[config.mk]
export PLATFORM = sky130hd
export DESIGN_NAME = quad_encoder_flat
export DESIGN_NICKNAME = d
export VERILOG_FILES = /design/src/rtl/enc_pkg.sv /design/src/rtl/quad_encoder_if.sv /design/src/rtl/enc_filter.sv /design/src/rtl/quad_encoder.sv /design/src/flat_wrapper.sv
export SDC_FILE = /design/constraint.sdc
export NUM_CORES = 1
export LEC_CHECK = 0
export CORE_UTILIZATION = 50
export CTS_CLUSTER_SIZE = 24
export DETAILED_ROUTE_END_ITERATION = 10
export PLACE_DENSITY = 0.75
export SLEW_MARGIN = 25
export SYNTH_ARGS = -nofsm -noshare
export SYNTH_HDL_FRONTEND = slang
export SYNTH_SLANG_ARGS = --single-unit
[constraint.sdc]
create_clock -name clk -period 6.3 [get_ports clk]
set_clock_uncertainty 0.1 [all_clocks]
set_input_delay 1.26 -clock clk [delete_from_list [all_inputs] [get_ports clk]]
set_output_delay 1.26 -clock clk [all_outputs]
set_load 0.005 [all_outputs]
[src/rtl/enc_pkg.sv]
// rtl/enc_pkg.sv - shared types, limits, FSM states and Gray phase constants for quad_encoder
package enc_pkg;

  typedef logic signed [15:0] ticks_t;

  localparam ticks_t TICKS_MAX = 16'sh7FFF;
  localparam ticks_t TICKS_MIN = 16'sh8000;

  typedef enum logic [0:0] {INIT = 1'b0, TRACK = 1'b1} quad_state_t;

  localparam logic [1:0] AB00 = 2'b00;
  localparam logic [1:0] AB01 = 2'b01;
  localparam logic [1:0] AB11 = 2'b11;
  localparam logic [1:0] AB10 = 2'b10;

  // Next phase in the forward direction; the reverse of ab is the phase p with gray_next(p) == ab.
  function automatic logic [1:0] gray_next(input logic [1:0] ab);
    case (ab)
      AB00:    gray_next = AB01;
      AB01:    gray_next = AB11;
      AB11:    gray_next = AB10;
      default: gray_next = AB00;
    endcase
  endfunction

endpackage

[src/rtl/quad_encoder_if.sv]
// rtl/quad_encoder_if.sv - encoder pins, control strobes and decoded outputs of quad_encoder
interface quad_encoder_if;
  import enc_pkg::*;

  logic   enc_a;
  logic   enc_b;
  logic   zero;
  logic   err_clr;
  ticks_t count;
  logic   step;
  logic   dir;
  logic   err;
  logic   sat;
  ticks_t vel;
  logic   vel_valid;

  modport master (
    output enc_a, enc_b, zero, err_clr,
    input  count, step, dir, err, sat, vel, vel_valid
  );

  modport slave (
    input  enc_a, enc_b, zero, err_clr,
    output count, step, dir, err, sat, vel, vel_valid
  );

endinterface

[src/rtl/enc_filter.sv]
// rtl/enc_filter.sv - per-channel synchroniser and glitch filter for quad_encoder
module enc_filter #(
  parameter int SYNC_STAGES = 2,
  parameter int FILTER_LEN  = 4
) (
  input  logic clk,
  input  logic rst,
  input  logic raw,
  input  logic load,
  output logic synced,
  output logic level
);
  localparam int CW = (FILTER_LEN > 1) ? $clog2(FILTER_LEN) : 1;
  localparam logic [CW-1:0] CNT_LAST = CW'(FILTER_LEN - 1);

  logic [SYNC_STAGES-1:0] sync_q;
  logic [CW-1:0]          cnt;

  assign synced = sync_q[SYNC_STAGES-1];

  always_ff @(posedge clk or negedge rst) begin
    if (!rst) begin
      sync_q <= '0;
      level  <= 1'b0;
      cnt    <= '0;
    end else begin
      sync_q <= {sync_q[SYNC_STAGES-2:0], raw};
      // load snaps the level straight to the pin so a resting pin never looks like an edge
      if (load) begin
        level <= synced;
        cnt   <= '0;
      end else if (synced == level) begin
        cnt <= '0;
      end else if (cnt == CNT_LAST) begin
        level <= synced;
        cnt   <= '0;
      end else begin
        cnt <= cnt + 1'b1;
      end
    end
  end

endmodule

[src/rtl/quad_encoder.sv]
// rtl/quad_encoder.sv - quadrature decoder: filtered 4x decode into a saturating signed position
// Optional macro VELOCITY_EN adds the windowed velocity output (vel, vel_valid).
module quad_encoder
  import enc_pkg::*;
#(
  parameter int SYNC_STAGES  = 2,
  parameter int FILTER_LEN   = 4,
  parameter int VEL_WIN_LOG2 = 10
) (
  input logic           clk,
  input logic           rst,
  quad_encoder_if.slave bus
);
  localparam int INIT_CYC = SYNC_STAGES + FILTER_LEN;
  localparam int IW = $clog2(INIT_CYC + 1);
  localparam logic [IW-1:0] INIT_LAST = IW'(INIT_CYC - 1);
  localparam logic [0:0] S_INIT  = 1'(INIT);
  localparam logic [0:0] S_TRACK = 1'(TRACK);
  localparam ticks_t NEAR_MAX = TICKS_MAX - 16'sd1;
  localparam ticks_t NEAR_MIN = TICKS_MIN + 16'sd1;

  logic [0:0]    state;
  logic [IW-1:0] init_cnt;
  logic          sync_a, sync_b, filt_a, filt_b, load;
  logic [1:0]    prev_ab, cur_ab;
  logic          fwd, rev, bad;
  ticks_t        count_r;
  logic          step_r, dir_r, err_r, sat_r;

  enc_filter #(.SYNC_STAGES(SYNC_STAGES), .FILTER_LEN(FILTER_LEN)) u_filt_a (
    .clk(clk), .rst(rst), .raw(bus.enc_a), .load(load), .synced(sync_a), .level(filt_a)
  );

  enc_filter #(.SYNC_STAGES(SYNC_STAGES), .FILTER_LEN(FILTER_LEN)) u_filt_b (
    .clk(clk), .rst(rst), .raw(bus.enc_b), .load(load), .synced(sync_b), .level(filt_b)
  );

  always_comb begin
    load   = (state == S_INIT) && (init_cnt == INIT_LAST);
    cur_ab = {filt_a, filt_b};
    fwd    = (state == S_TRACK) && (cur_ab == gray_next(prev_ab));
    rev    = (state == S_TRACK) && (prev_ab == gray_next(cur_ab));
    bad    = (state == S_TRACK) && ((cur_ab ^ prev_ab) == 2'b11);
  end

  always_ff @(posedge clk or negedge rst) begin
    if (!rst) begin
      state    <= S_INIT;
      init_cnt <= '0;
      prev_ab  <= 2'b00;
      count_r  <= '0;
      step_r   <= 1'b0;
      dir_r    <= 1'b0;
      err_r    <= 1'b0;
      sat_r    <= 1'b0;
    end else begin
      step_r <= 1'b0;
      if (state == S_INIT) begin
        if (load) begin
          state   <= S_TRACK;
          prev_ab <= {sync_a, sync_b};
        end else begin
          init_cnt <= init_cnt + 1'b1;
        end
      end else begin
        prev_ab <= cur_ab;
      end

      if (fwd) dir_r <= 1'b1;
      if (rev) dir_r <= 1'b0;

      // a step beyond the limit is swallowed: no pulse, sat simply stays set
      if (bus.zero) begin
        count_r <= '0;
        sat_r   <= 1'b0;
      end else if (fwd && count_r != TICKS_MAX) begin
        count_r <= count_r + 16'sd1;
        step_r  <= 1'b1;
        sat_r   <= (count_r == NEAR_MAX);
      end else if (rev && count_r != TICKS_MIN) begin
        count_r <= count_r - 16'sd1;
        step_r  <= 1'b1;
        sat_r   <= (count_r == NEAR_MIN);
      end

      if (bad) err_r <= 1'b1;
      else if (bus.err_clr) err_r <= 1'b0;
    end
  end

  assign bus.count = count_r;
  assign bus.step  = step_r;
  assign bus.dir   = dir_r;
  assign bus.err   = err_r;
  assign bus.sat   = sat_r;

`ifdef VELOCITY_EN
  localparam logic signed [16:0] D_MAX = 17'sd32767;
  localparam logic signed [16:0] D_MIN = -17'sd32768;

  logic [VEL_WIN_LOG2-1:0] win_cnt;
  ticks_t                  snap, vel_r;
  logic                    vv_r;
  logic signed [16:0]      diff;

  assign diff = {count_r[15], count_r} - {snap[15], snap};

  always_ff @(posedge clk or negedge rst) begin
    if (!rst) begin
      win_cnt <= '0;
      snap    <= '0;
      vel_r   <= '0;
      vv_r    <= 1'b0;
    end else begin
      vv_r <= 1'b0;
      if (state == S_TRACK) begin
        win_cnt <= win_cnt + 1'b1;
        if (&win_cnt) begin
          vv_r  <= 1'b1;
          snap  <= count_r;
          vel_r <= (diff > D_MAX) ? TICKS_MAX :
                   (diff < D_MIN) ? TICKS_MIN : diff[15:0];
        end
      end
      if (bus.zero) snap <= '0;
    end
  end

  assign bus.vel       = vel_r;
  assign bus.vel_valid = vv_r;
`else
  logic unused_vel_win;
  assign unused_vel_win = (VEL_WIN_LOG2 != 0);
  assign bus.vel       = '0;
  assign bus.vel_valid = 1'b0;
`endif

endmodule

[src/flat_wrapper.sv]
// flat-port wrapper written by rule: the top's interface ports become plain ports
module quad_encoder_flat import enc_pkg::*;
#(
  parameter int SYNC_STAGES  = 2,
  parameter int FILTER_LEN   = 4,
  parameter int VEL_WIN_LOG2 = 10
)
  (clk, rst, bus_enc_a, bus_enc_b, bus_zero, bus_err_clr, bus_count, bus_step, bus_dir, bus_err, bus_sat, bus_vel, bus_vel_valid);
  quad_encoder_if bus_i ();
  input logic clk;
  input logic rst;
  input wire logic [$bits(bus_i.enc_a)-1:0] bus_enc_a;
  input wire logic [$bits(bus_i.enc_b)-1:0] bus_enc_b;
  input wire logic [$bits(bus_i.zero)-1:0] bus_zero;
  input wire logic [$bits(bus_i.err_clr)-1:0] bus_err_clr;
  output wire logic [$bits(bus_i.count)-1:0] bus_count;
  output wire logic [$bits(bus_i.step)-1:0] bus_step;
  output wire logic [$bits(bus_i.dir)-1:0] bus_dir;
  output wire logic [$bits(bus_i.err)-1:0] bus_err;
  output wire logic [$bits(bus_i.sat)-1:0] bus_sat;
  output wire logic [$bits(bus_i.vel)-1:0] bus_vel;
  output wire logic [$bits(bus_i.vel_valid)-1:0] bus_vel_valid;
  assign bus_i.enc_a = bus_enc_a;
  assign bus_i.enc_b = bus_enc_b;
  assign bus_i.zero = bus_zero;
  assign bus_i.err_clr = bus_err_clr;
  assign bus_count = bus_i.count;
  assign bus_step = bus_i.step;
  assign bus_dir = bus_i.dir;
  assign bus_err = bus_i.err;
  assign bus_sat = bus_i.sat;
  assign bus_vel = bus_i.vel;
  assign bus_vel_valid = bus_i.vel_valid;
  quad_encoder #(.SYNC_STAGES(SYNC_STAGES), .FILTER_LEN(FILTER_LEN), .VEL_WIN_LOG2(VEL_WIN_LOG2)) u_core (.clk(clk), .rst(rst), .bus(bus_i));
endmodule
==> summary.md, run 1 <==
| Metric | Value |
|---|---|
| Crit path max-delay cell type | nor4_1 |
| Placer Congestion | 0.862 |
| Final nets | around 320 |
| Total CTS buffers | 5 |
| Asr flop ratio synth | 100% |
| Crit path kind | reg -> reg |
| Vias per cell | roughly 5.6 |
| Maxcap violations | 0 |
| FP Rows | 25 |
| Total core area | 4790 µm² |
| Period utilization | ~57% |
| Footprint of the multi-input gates | around 1500 µm² |
| Crit path launch type | flip-flop |
| Post-synthesis sequential area ratio | a little over a third |
| Cts hold-fix bufs | 0 |
| Hold WC Path Type | reg -> reg |
| Vias | 1,975 |
| Yosys reg bits | 36 |
| Crit path cell chain | nand4b_1 > nor4_1 > or2_4 > ha_1 > a21o_1 > a21o_1 > a211o_1 > o31ai_2 > o21a_1 > o221ai_1 |
| Setup bufs post-CTS | 0 |
| Reg area | between 900 and 1000 µm² |
| Status | finished, final reports clean |
| CP most frequent cell | a21o_1 |
| RSZ-0062 raised after global routing | false |
| CTS sink count | 36 |
| CP Data Arrival Time | between 3000 and 4000 ps |
| # diodes | 0 |
| Largest net degree at the start of global routing | 37 |
| Rel. slew slack | 40.2% |
| CP Capture Type | flip-flop |
| Final Hold Vio Count | 0 |
| Clock Tree Root | clkbuf_8 |
| I/O Pins | 43 |
| Critical path required time | roughly 6300 ps |
| Syn Inst Count | around 260 |
| Prevailing post-synth register cell | dfrtp_1 |
| DRC viols | 0 |
| DR pass1 iterations | 4 |
| Area of the die | 5350 µm² |
| Unique masters post-synth | between 40 and 50 |
| Area growth syn-to-layout | 14.0% |
| Initial antenna violation count | 0 |
| Synth warnings | 0 |
| Vias in the first global route | 1,838 |
| Post_cts resized | 0 |
| Slew Limit Fails | 0 |
| Hold Crit Depth | 0 |
| Die height | about 73 µm |
| First-pass GRT wire length | roughly 8500 µm |
| R2R cell count | 10 |
| Final ANT Viol Nets | 0 |
| Synth Area per Inst | approximately 9.9 µm² |
| Fillers | 447 |
| DRT iter0 DRCs | about 140 |
| Worst-path clk slew | approximately 80 ps |
| Fmax | ~0.28 GHz |
| CTS max path bufs | 2 |
| Critical path peak fanout | 27 |
| Crit-path max cell delay | approximately 550 ps |
| Routed WL | roughly 5000 µm |
| Cell Area, Synth | 2530 µm² |
| Die W | between 70 and 80 µm |
| DP Wirelength | between 3000 and 4000 µm |
| WL/cell | approximately 14 µm |
| Setup TNS | 0 ps |
| CTS tree | yes |
| Clock latency on the worst-skew pair | approximately 300 ps |
| Starting Density | 52.9% |
| Worst Tran Pin Value | 897 ps |
| Layout cells sized above 1 | 7.37% |
| Port Buffer Count | 25 |
| H-tree depth | 2 |
| Tmin final | roughly 3600 ps |
| GRT Total Usage | 20.9% |
| Post-synth EDFFs | 0 |
| Congestion Overflow GR | 0 |
| Final setup violating endpoints | 0 |
kinds of logic after synthesis:
logic type | synth area share [%]
simple gates | 16.8
other cells | 0.148
fa+ha+maj | 14.1
buf+inv | 7.27
flops | 35.6
compound gates | 15.9
mux | 3.66
xor+xnor | 6.57
routing by layer:
| metal | GRT usage [%] | share of wire, % | up-vias |
|---|---|---|---|
| met1 | 28.3 | 47 | 950 |
| met4 | 10.0 | 2.0 | 0 |
| met2 | 31.6 | 46 | 56 |
| met5 | 0 | 0 | - |
| li1 | - | - | 959 |
| met3 | 4.83 | 5.1 | 10 |
state kept, by name, summed over array words and instances (netlist names):
signal                  count
u_core.bus.count           16
u_core.init_cnt             3
u_core.prev_ab              2
u_core.u_filt_a.cnt         2
u_core.u_filt_a.sync_q      2
u_core.u_filt_b.cnt         2
u_core.u_filt_b.sync_q      2
u_core.bus.dir              1
u_core.bus.err              1
u_core.bus.sat              1
u_core.bus.step             1
u_core.state                1
u_core.u_filt_a.level       1
u_core.u_filt_b.level       1
layout by cell type, fill, tap and decap left out, types with 2 or more instances in the layout:
cell type        synthesis  layout
nor3_1                   2       2
o21a_1                   2       2
nand2b_1                 4       4
a211oi_2                 5       5
nor2b_1                  4       4
dfrtp_1                 36      36
o32ai_1                  2       2
nor4_1                   7       7
a21o_1                   4       4
xnor2_1                 12      12
xor2_1                   7       7
inv_1                    8       8
conb_1                   1      17
nor3b_1                  3       3
nand4_1                 10      10
nand2_1                 17      17
o221ai_1                 2       2
o21ai_0                  8       8
clkdlybuf4s50_1          0      24
clkbuf_8                 0       5
ha_1                    27      27
o2111ai_1                2       2
mux2_2                   2       2
mux2i_1                  7       7
o21bai_1                 3       3
a21oi_1                 11      11
o211ai_1                 3       3
a31oi_1                  3       3
nor2_1                  21      21
nand3_1                  5       5
stage by stage:
stage | cell area (µm²) | hold slack, ps | instances | utilization [%] | worst slack (ps)
2_1_floorplan | 2590 | 231 | 272 | - | 3000
3_3_place_gp | 2770 | 233 | 344 | 58.0 | 2780
5_1_grt | 2890 | 261 | 352 | 60.3 | 2400
6_report | 2890 | 251 | 352 | 60.3 | 2680
3_5_place_dp | 2770 | 235 | 344 | 58.0 | 2690
4_1_cts | 2890 | 252 | 352 | 60.3 | 2680
synthesized netlist by cell type, types with 2 or more instances:
master / number / area [µm²]
nor2b_1: 4 / 25.0
nand4_1: 10 / 62.6
a21o_1: 4 / 30.0
o2111ai_1: 2 / 17.5
a31oi_1: 3 / 18.8
dfrtp_1: 36 / 901
ha_1: 27 / 338
xnor2_1: 12 / 105
o32ai_1: 2 / 17.5
inv_1: 8 / 30.0
mux2i_1: 7 / 70.1
buf_4: 18 / 135
mux2_2: 2 / 22.5
a211oi_2: 5 / 62.6
o211ai_1: 3 / 22.5
nor4_1: 7 / 43.8
nor3b_1: 3 / 22.5
nand2b_1: 4 / 25.0
o21bai_1: 3 / 22.5
a21oi_1: 11 / 55.1
nor2_1: 21 / 78.8
o21a_1: 2 / 15.0
nand2_1: 17 / 63.8
nand3_1: 5 / 25.0
o21ai_0: 8 / 40.0
nor3_1: 2 / 10.0
clkbuf_1: 2 / 7.51
o221ai_1: 2 / 17.5
xor2_1: 7 / 61.3
final cells by class:
class	instances	share of cell area (%)
clock buffer	5	2.39
inverter	8	1.04
tap	67	2.91
multi-input combinational	207	52.2
timing repair buffer	26	8.76
clock inverter	3	1.47
sequential	36	31.2
critical path, delay by kind of cell, from the launching register on:
family | cells | cell delay, ps
AO/OA/AOI/OAI | 6 | 1410
adder cells (fa/ha/maj) | 1 | 320
flip-flops | 1 | 450
AND/OR/NAND/NOR | 3 | 1190
final timing paths:
kind | from | endpoint | slack, ps
max in group asynchronous | rst | u_core.u_filt_a.cnt[1] | 4640
min reg2reg | u_core.u_filt_a.sync_q[0] | u_core.u_filt_a.sync_q[1] | 250
max | u_core.bus.count[15] | u_core.bus.count[12] | 2680
max reg2reg | u_core.bus.count[15] | u_core.bus.count[12] | 2680
min | u_core.u_filt_a.sync_q[0] | u_core.u_filt_a.sync_q[1] | 250
min in group asynchronous | rst | u_core.bus.count[15] | 950
Power of run 1 is left out: the tool's default activity adds up to more than one toggle a clock period on the data nets, which glitch-free logic cannot reach.
==> run 2, diff against run 1 <==
clock period = 3.5 ns   (was 6.3 ns; I/O delays follow)
==> run 2 against run 1 <==
Critical path depth is 1 higher. Global-route usage is 0.44 points higher. Routed wire length is 0.92% higher. Via count is 1.8% lower. Core utilization is 0.97 points higher. Sequential share of layout area is 0.49 points lower. Register-to-register slack worse by 2600 ps. Hold slack hardly changed. First-iteration DRC count is 13% lower. Non-clock buffer count is 6 higher. Critical path type unchanged.
==> summary.md, run 2 (same netlist as run 1, synthesis figures left out) <==
| Metric | Value |
|---|---|
| # diodes | 0 |
| Congestion Overflow GR | 0 |
| FP Rows | 25 |
| Min-delay src | u_core.u_filt_b.sync_q[0] |
| Clock Tree Root | clkbuf_8 |
| Routed WL | ~5000 µm |
| Largest net degree at the start of global routing | 37 |
| Crit path max-delay cell type | dfrtp_1 |
| DRT iter0 DRCs | between 100 and 150 |
| Crit path launch type | flip-flop |
| Maxcap violations | 0 |
| Period utilization | between 90% and 100% |
| Final setup violating endpoints | 0 |
| Fmax | slightly below 0.3 GHz |
| Buf+Inv Stages, Crit Path | 1 |
| Post_cts resized | 0 |
| Crit-path max cell delay | approximately 440 ps |
| CTS sink count | 36 |
| Reg2Reg Capture Point | u_core.bus.count[15] |
| Die height | around 73 µm |
| Slew Limit Fails | 0 |
| CP Data Arrival Time | ~3500 ps |
| Setup Slack @ Placement | about 120 ps |
| Worst setup margin | roughly 110 ps |
| Total core area | ~4800 µm² |
| R2r setup slk | 110 ps |
| Die W | 73.2 µm |
| Vias | between 1,500 and 2,000 |
| WL/cell | between 10 and 15 µm |
| CP top delay family | compound AO/OA/AOI/OAI gates |
| Worst hold path endpoint | u_core.u_filt_b.sync_q[1] |
| Vias per cell | 5.42 |
| Max reg flops | 16 |
| Worst Tran Pin Value | 880 ps |
| CTS max path bufs | 2 |
| First-pass GRT wire length | between 8000 and 9000 µm |
| Cts hold-fix bufs | 0 |
| Crit path cell chain | xor2_1 > or3_4 > or2_4 > buf_4 > ha_1 > nand2_1 > o211ai_1 > o211ai_1 > o21ai_0 > o2bb2ai_1 > nand3_1 |
| Leading cell type in the layout, fill and taps excluded | dfrtp_1 |
| Vias in the first global route | around 1,800 |
| R2R cell count | 11 |
| Final ANT Viol Nets | 0 |
| DR pass1 iterations | 4 |
| CP most frequent cell | o211ai_1 |
| Total CTS buffers | 5 |
| Worst reg2reg startpoint | u_core.u_filt_a.level |
| Final Hold Vio Count | 0 |
| Crit path kind | reg -> reg |
| Rel. slew slack | around two fifths |
| Critical path required time | approximately 3600 ps |
| CTS tree | yes |
| DRC viols | 0 |
| Final nets | ~320 |
| Tmin final | roughly 3400 ps |
| Fillers | 432 |
| DP Wirelength | between 3000 and 4000 µm |
| RSZ-0062 raised after global routing | true |
| CP Capture Type | flip-flop |
| Hold WC Path Type | reg -> reg |
| H-tree depth | 2 |
| Area growth syn-to-layout | 15.8% |
| Commonest cells after routing, fill and taps aside | dfrtp_1 (36), ha_1 (27), clkdlybuf4s50_1 (24) |
| GRT Total Usage | between 20% and 30% |
| Setup bufs post-CTS | 0 |
| Status | finished, final reports clean |
| Placer Congestion | between 0.8 and 0.9 |
| Port Buffer Count | 25 |
| Worst-path clk slew | approximately 70 ps |
| Layout cells sized above 1 | under 10% |
| Initial antenna violation count | 0 |
| Critical path peak fanout | 18 |
| Starting Density | ~53% |
| Hold Crit Depth | 0 |
| Clock latency on the worst-skew pair | around 300 ps |
| Area of the die | about 5400 µm² |
| I/O Pins | 43 |
## run 2: cell count changes in the layout (fill, tap and decap cells not counted), sizes merged
cell      previous run  this run
buf                  2         8
bufinv               1         0
clkinvlp             1         2
## run 2: final cells by class
| type | count | area, µm² | area share (%) |
|---|---|---|---|
| Multi-Input combinational cell | 207 | 1530 | 52.1 |
| Inverter | 8 | 30.0 | 1.02 |
| Clock inverter | 3 | 23.8 | 0.811 |
| Sequential cell | 36 | 901 | 30.7 |
| Timing Repair Buffer | 32 | 298 | 10.2 |
| Clock buffer | 5 | 68.8 | 2.35 |
| Tap cell | 67 | 83.8 | 2.86 |
## run 2: stage by stage
step                instance area, µm²  util (%)  hold WS, ps  setup TNS (ps)  cells
floorplan                         2590         -          231               0    272
global placement                  2820      58.9          232               0    350
detailed placement                2820      58.9          236               0    350
CTS                               2910      60.8          254               0    358
global route                      2930      61.3          263            -132    358
finish                            2930      61.3          251               0    358
## run 2: how the worst max path moves through the flow
| stage | slack, ps | start | end | cells past startpoint |
|---|---|---|---|---|
| floorplan | 200 | u_core.bus.count[15] | u_core.bus.count[10] | 10 |
| global placement | 210 | u_core.u_filt_a.level | u_core.bus.count[12] | 10 |
| detailed placement | 120 | u_core.u_filt_a.level | u_core.bus.count[12] | 11 |
| CTS | 100 | u_core.u_filt_a.level | u_core.bus.count[12] | 10 |
| global route | -70 | u_core.state | u_core.bus.count[15] | 11 |
| finish | 110 | u_core.u_filt_a.level | u_core.bus.count[15] | 11 |
## run 2: routing by layer
metal	global-route usage, %	vias to the layer above	share of wire (%)
li1	-	967	-
met5	0	-	0
met2	30.2	50	44
met1	30.8	911	49
met4	9.80	0	2.2
met3	4.97	11	4.5
Power of run 2 is left out for the same reason.
==> run 3, diff against run 2 <==
ABC_AREA = 0   (was not set)
REMOVE_ABC_BUFFERS = 1   (was not set)
==> run 3 against run 2 <==
Fmax rose by 0.69%. Hold slack improved by 4.2 ps. Die area did not move. Design area rose by 0.68%. Global-route usage rose by 0.20 points. Register-to-register slack improved by 20 ps. Routed wire length rose by 4.3%. First-iteration DRC count rose by 21%. Cell count rose by 1.1%. Critical path depth fell by 1. Sequential share of layout area fell by 0.17 points. Largest cell class unchanged.
==> summary.md, run 3 (same netlist as run 1, synthesis figures left out) <==
| Metric | Value |
|---|---|
| R2R cell count | 10 |
| Leading cell type in the layout, fill and taps excluded | dfrtp_1 |
| Crit path kind | reg -> reg |
| Final nets | 328 |
| Area of the die | 5350 µm² |
| CP Capture Type | flip-flop |
| Highest routed layer | met4 |
| WL/cell | about 14 µm |
| Worst reg2reg startpoint | u_core.u_filt_a.level |
| Critical path required time | roughly 3600 ps |
| Final ANT Viol Nets | 0 |
| Total core area | roughly 4800 µm² |
| Vias | around 2,000 |
| H-tree depth | 2 |
| Die height | between 70 and 80 µm |
| Max reg flops | 16 |
| Maxcap violations | 0 |
| Fin cells | ~360 |
| Min-delay src | u_core.u_filt_a.sync_q[0] |
| Routed WL | roughly 5200 µm |
| CP Data Arrival Time | between 3000 and 4000 ps |
| Period utilization | just under 100% |
| Clock latency on the worst-skew pair | around 300 ps |
| First-pass GRT wire length | just under 9000 µm |
| DR WL met2 | ~2400 µm |
| I/O Pins | 43 |
| DR pass1 iterations | 4 |
| GRT Total Usage | a little over a fifth |
| Layout cells sized above 1 | approximately 11% |
| Cts hold-fix bufs | 0 |
| FP Rows | 25 |
| Placer Congestion | 0.834 |
| Slew Limit Fails | 0 |
| Final Hold Vio Count | 0 |
| Worst hold path endpoint | u_core.u_filt_a.sync_q[1] |
| CP top delay family | compound AO/OA/AOI/OAI gates |
| Rel. slew slack | 40.5% |
| DP Wirelength | 3750 µm |
| Port Buffer Count | 25 |
| Worst-path clk slew | 90 ps |
| Die W | about 73 µm |
| CTS max path bufs | 2 |
| Crit-path max cell delay | 450 ps |
| Fin util | around three fifths |
| CTS sink count | 36 |
| Crit path cell chain | xor2_1 > or3_4 > or2_4 > ha_1 > a21o_1 > a21o_1 > a211o_1 > o31ai_4 > xor2_1 > a211oi_2 |
| Crit path max-delay cell type | dfrtp_2 |
| Commonest cells after routing, fill and taps aside | dfrtp_1 (35), ha_1 (27), clkdlybuf4s50_1 (24) |
| Crit path launch type | flip-flop |
| Congestion Overflow GR | 0 |
| Final setup violating endpoints | 0 |
| WL met1 | ~2500 µm |
| Tmin final | roughly 3400 ps |
| Total CTS buffers | 5 |
| Fmax | 0.297 GHz |
| Met3 Wirelength | 215 µm |
| Hold Crit Depth | 0 |
| Vias in the first global route | between 1,500 and 2,000 |
| Initial antenna violation count | 0 |
| Vias per cell | approximately 5.6 |
| Area growth syn-to-layout | 16.6% |
| DRT iter0 DRCs | 143 |
| R2r setup slk | between 100 and 150 ps |
| Critical path peak fanout | 16 |
| Starting Density | approximately 53% |
| # diodes | 0 |
| Status | finished, final reports clean |
| Buf+Inv Stages, Crit Path | 0 |
| Hold WC Path Type | reg -> reg |
| Clock Tree Root | clkbuf_8 |
| Worst Tran Pin Value | around 890 ps |
| DRC viols | 0 |
| Placed Cells incl. Taps | roughly 350 |
| Reg2Reg Capture Point | u_core.bus.count[10] |
| Largest net degree at the start of global routing | 37 |
| CTS tree | yes |
## run 3: how the worst max path moves through the flow
| stage | from | end | slack [ps] | depth (start not counted) |
|---|---|---|---|---|
| detailed placement | u_core.u_filt_a.level | u_core.bus.count[14] | 110 | 10 |
| global route | u_core.u_filt_a.level | u_core.bus.count[10] | -10 | 10 |
| floorplan | u_core.bus.count[15] | u_core.bus.count[12] | 180 | 10 |
| global placement | u_core.u_filt_a.level | u_core.bus.count[12] | 170 | 10 |
| finish | u_core.u_filt_a.level | u_core.bus.count[10] | 130 | 10 |
| CTS | u_core.u_filt_a.level | u_core.bus.count[10] | 40 | 10 |
## run 3: layout make-up
class                           count  area (µm²)
Fill cell                         397        1830
Multi-Input combinational cell    207        1520
Sequential cell                    36         902
Timing Repair Buffer               36         328
Tap cell                           67        83.8
Clock buffer                        5        68.8
Inverter                            8        30.0
Clock inverter                      3        23.8
## run 3: through the flow
step                instance area, µm²  hold slack [ps]  setup WS, ps  setup TNS [ps]
floorplan                         2440              231           180               0
global placement                  2830              232           172               0
detailed placement                2830              237           107               0
CTS                               2930              256          43.1               0
global route                      2950              261         -12.5           -18.7
finish                            2950              255           135               0
## run 3: per-layer routing
layer | GRT usage [%] | up-vias
li1 | - | 976
met5 | 0 | -
met4 | 8.71 | 0
met3 | 5.11 | 12
met2 | 33.6 | 44
met1 | 28.8 | 1002
## run 3: repair_timing
item,4_1_cts,5_1_grt
setup buffers,0,2
setup endpoints to repair,0,3
gates resized for setup,0,2
Power of run 3 is left out for the same reason.
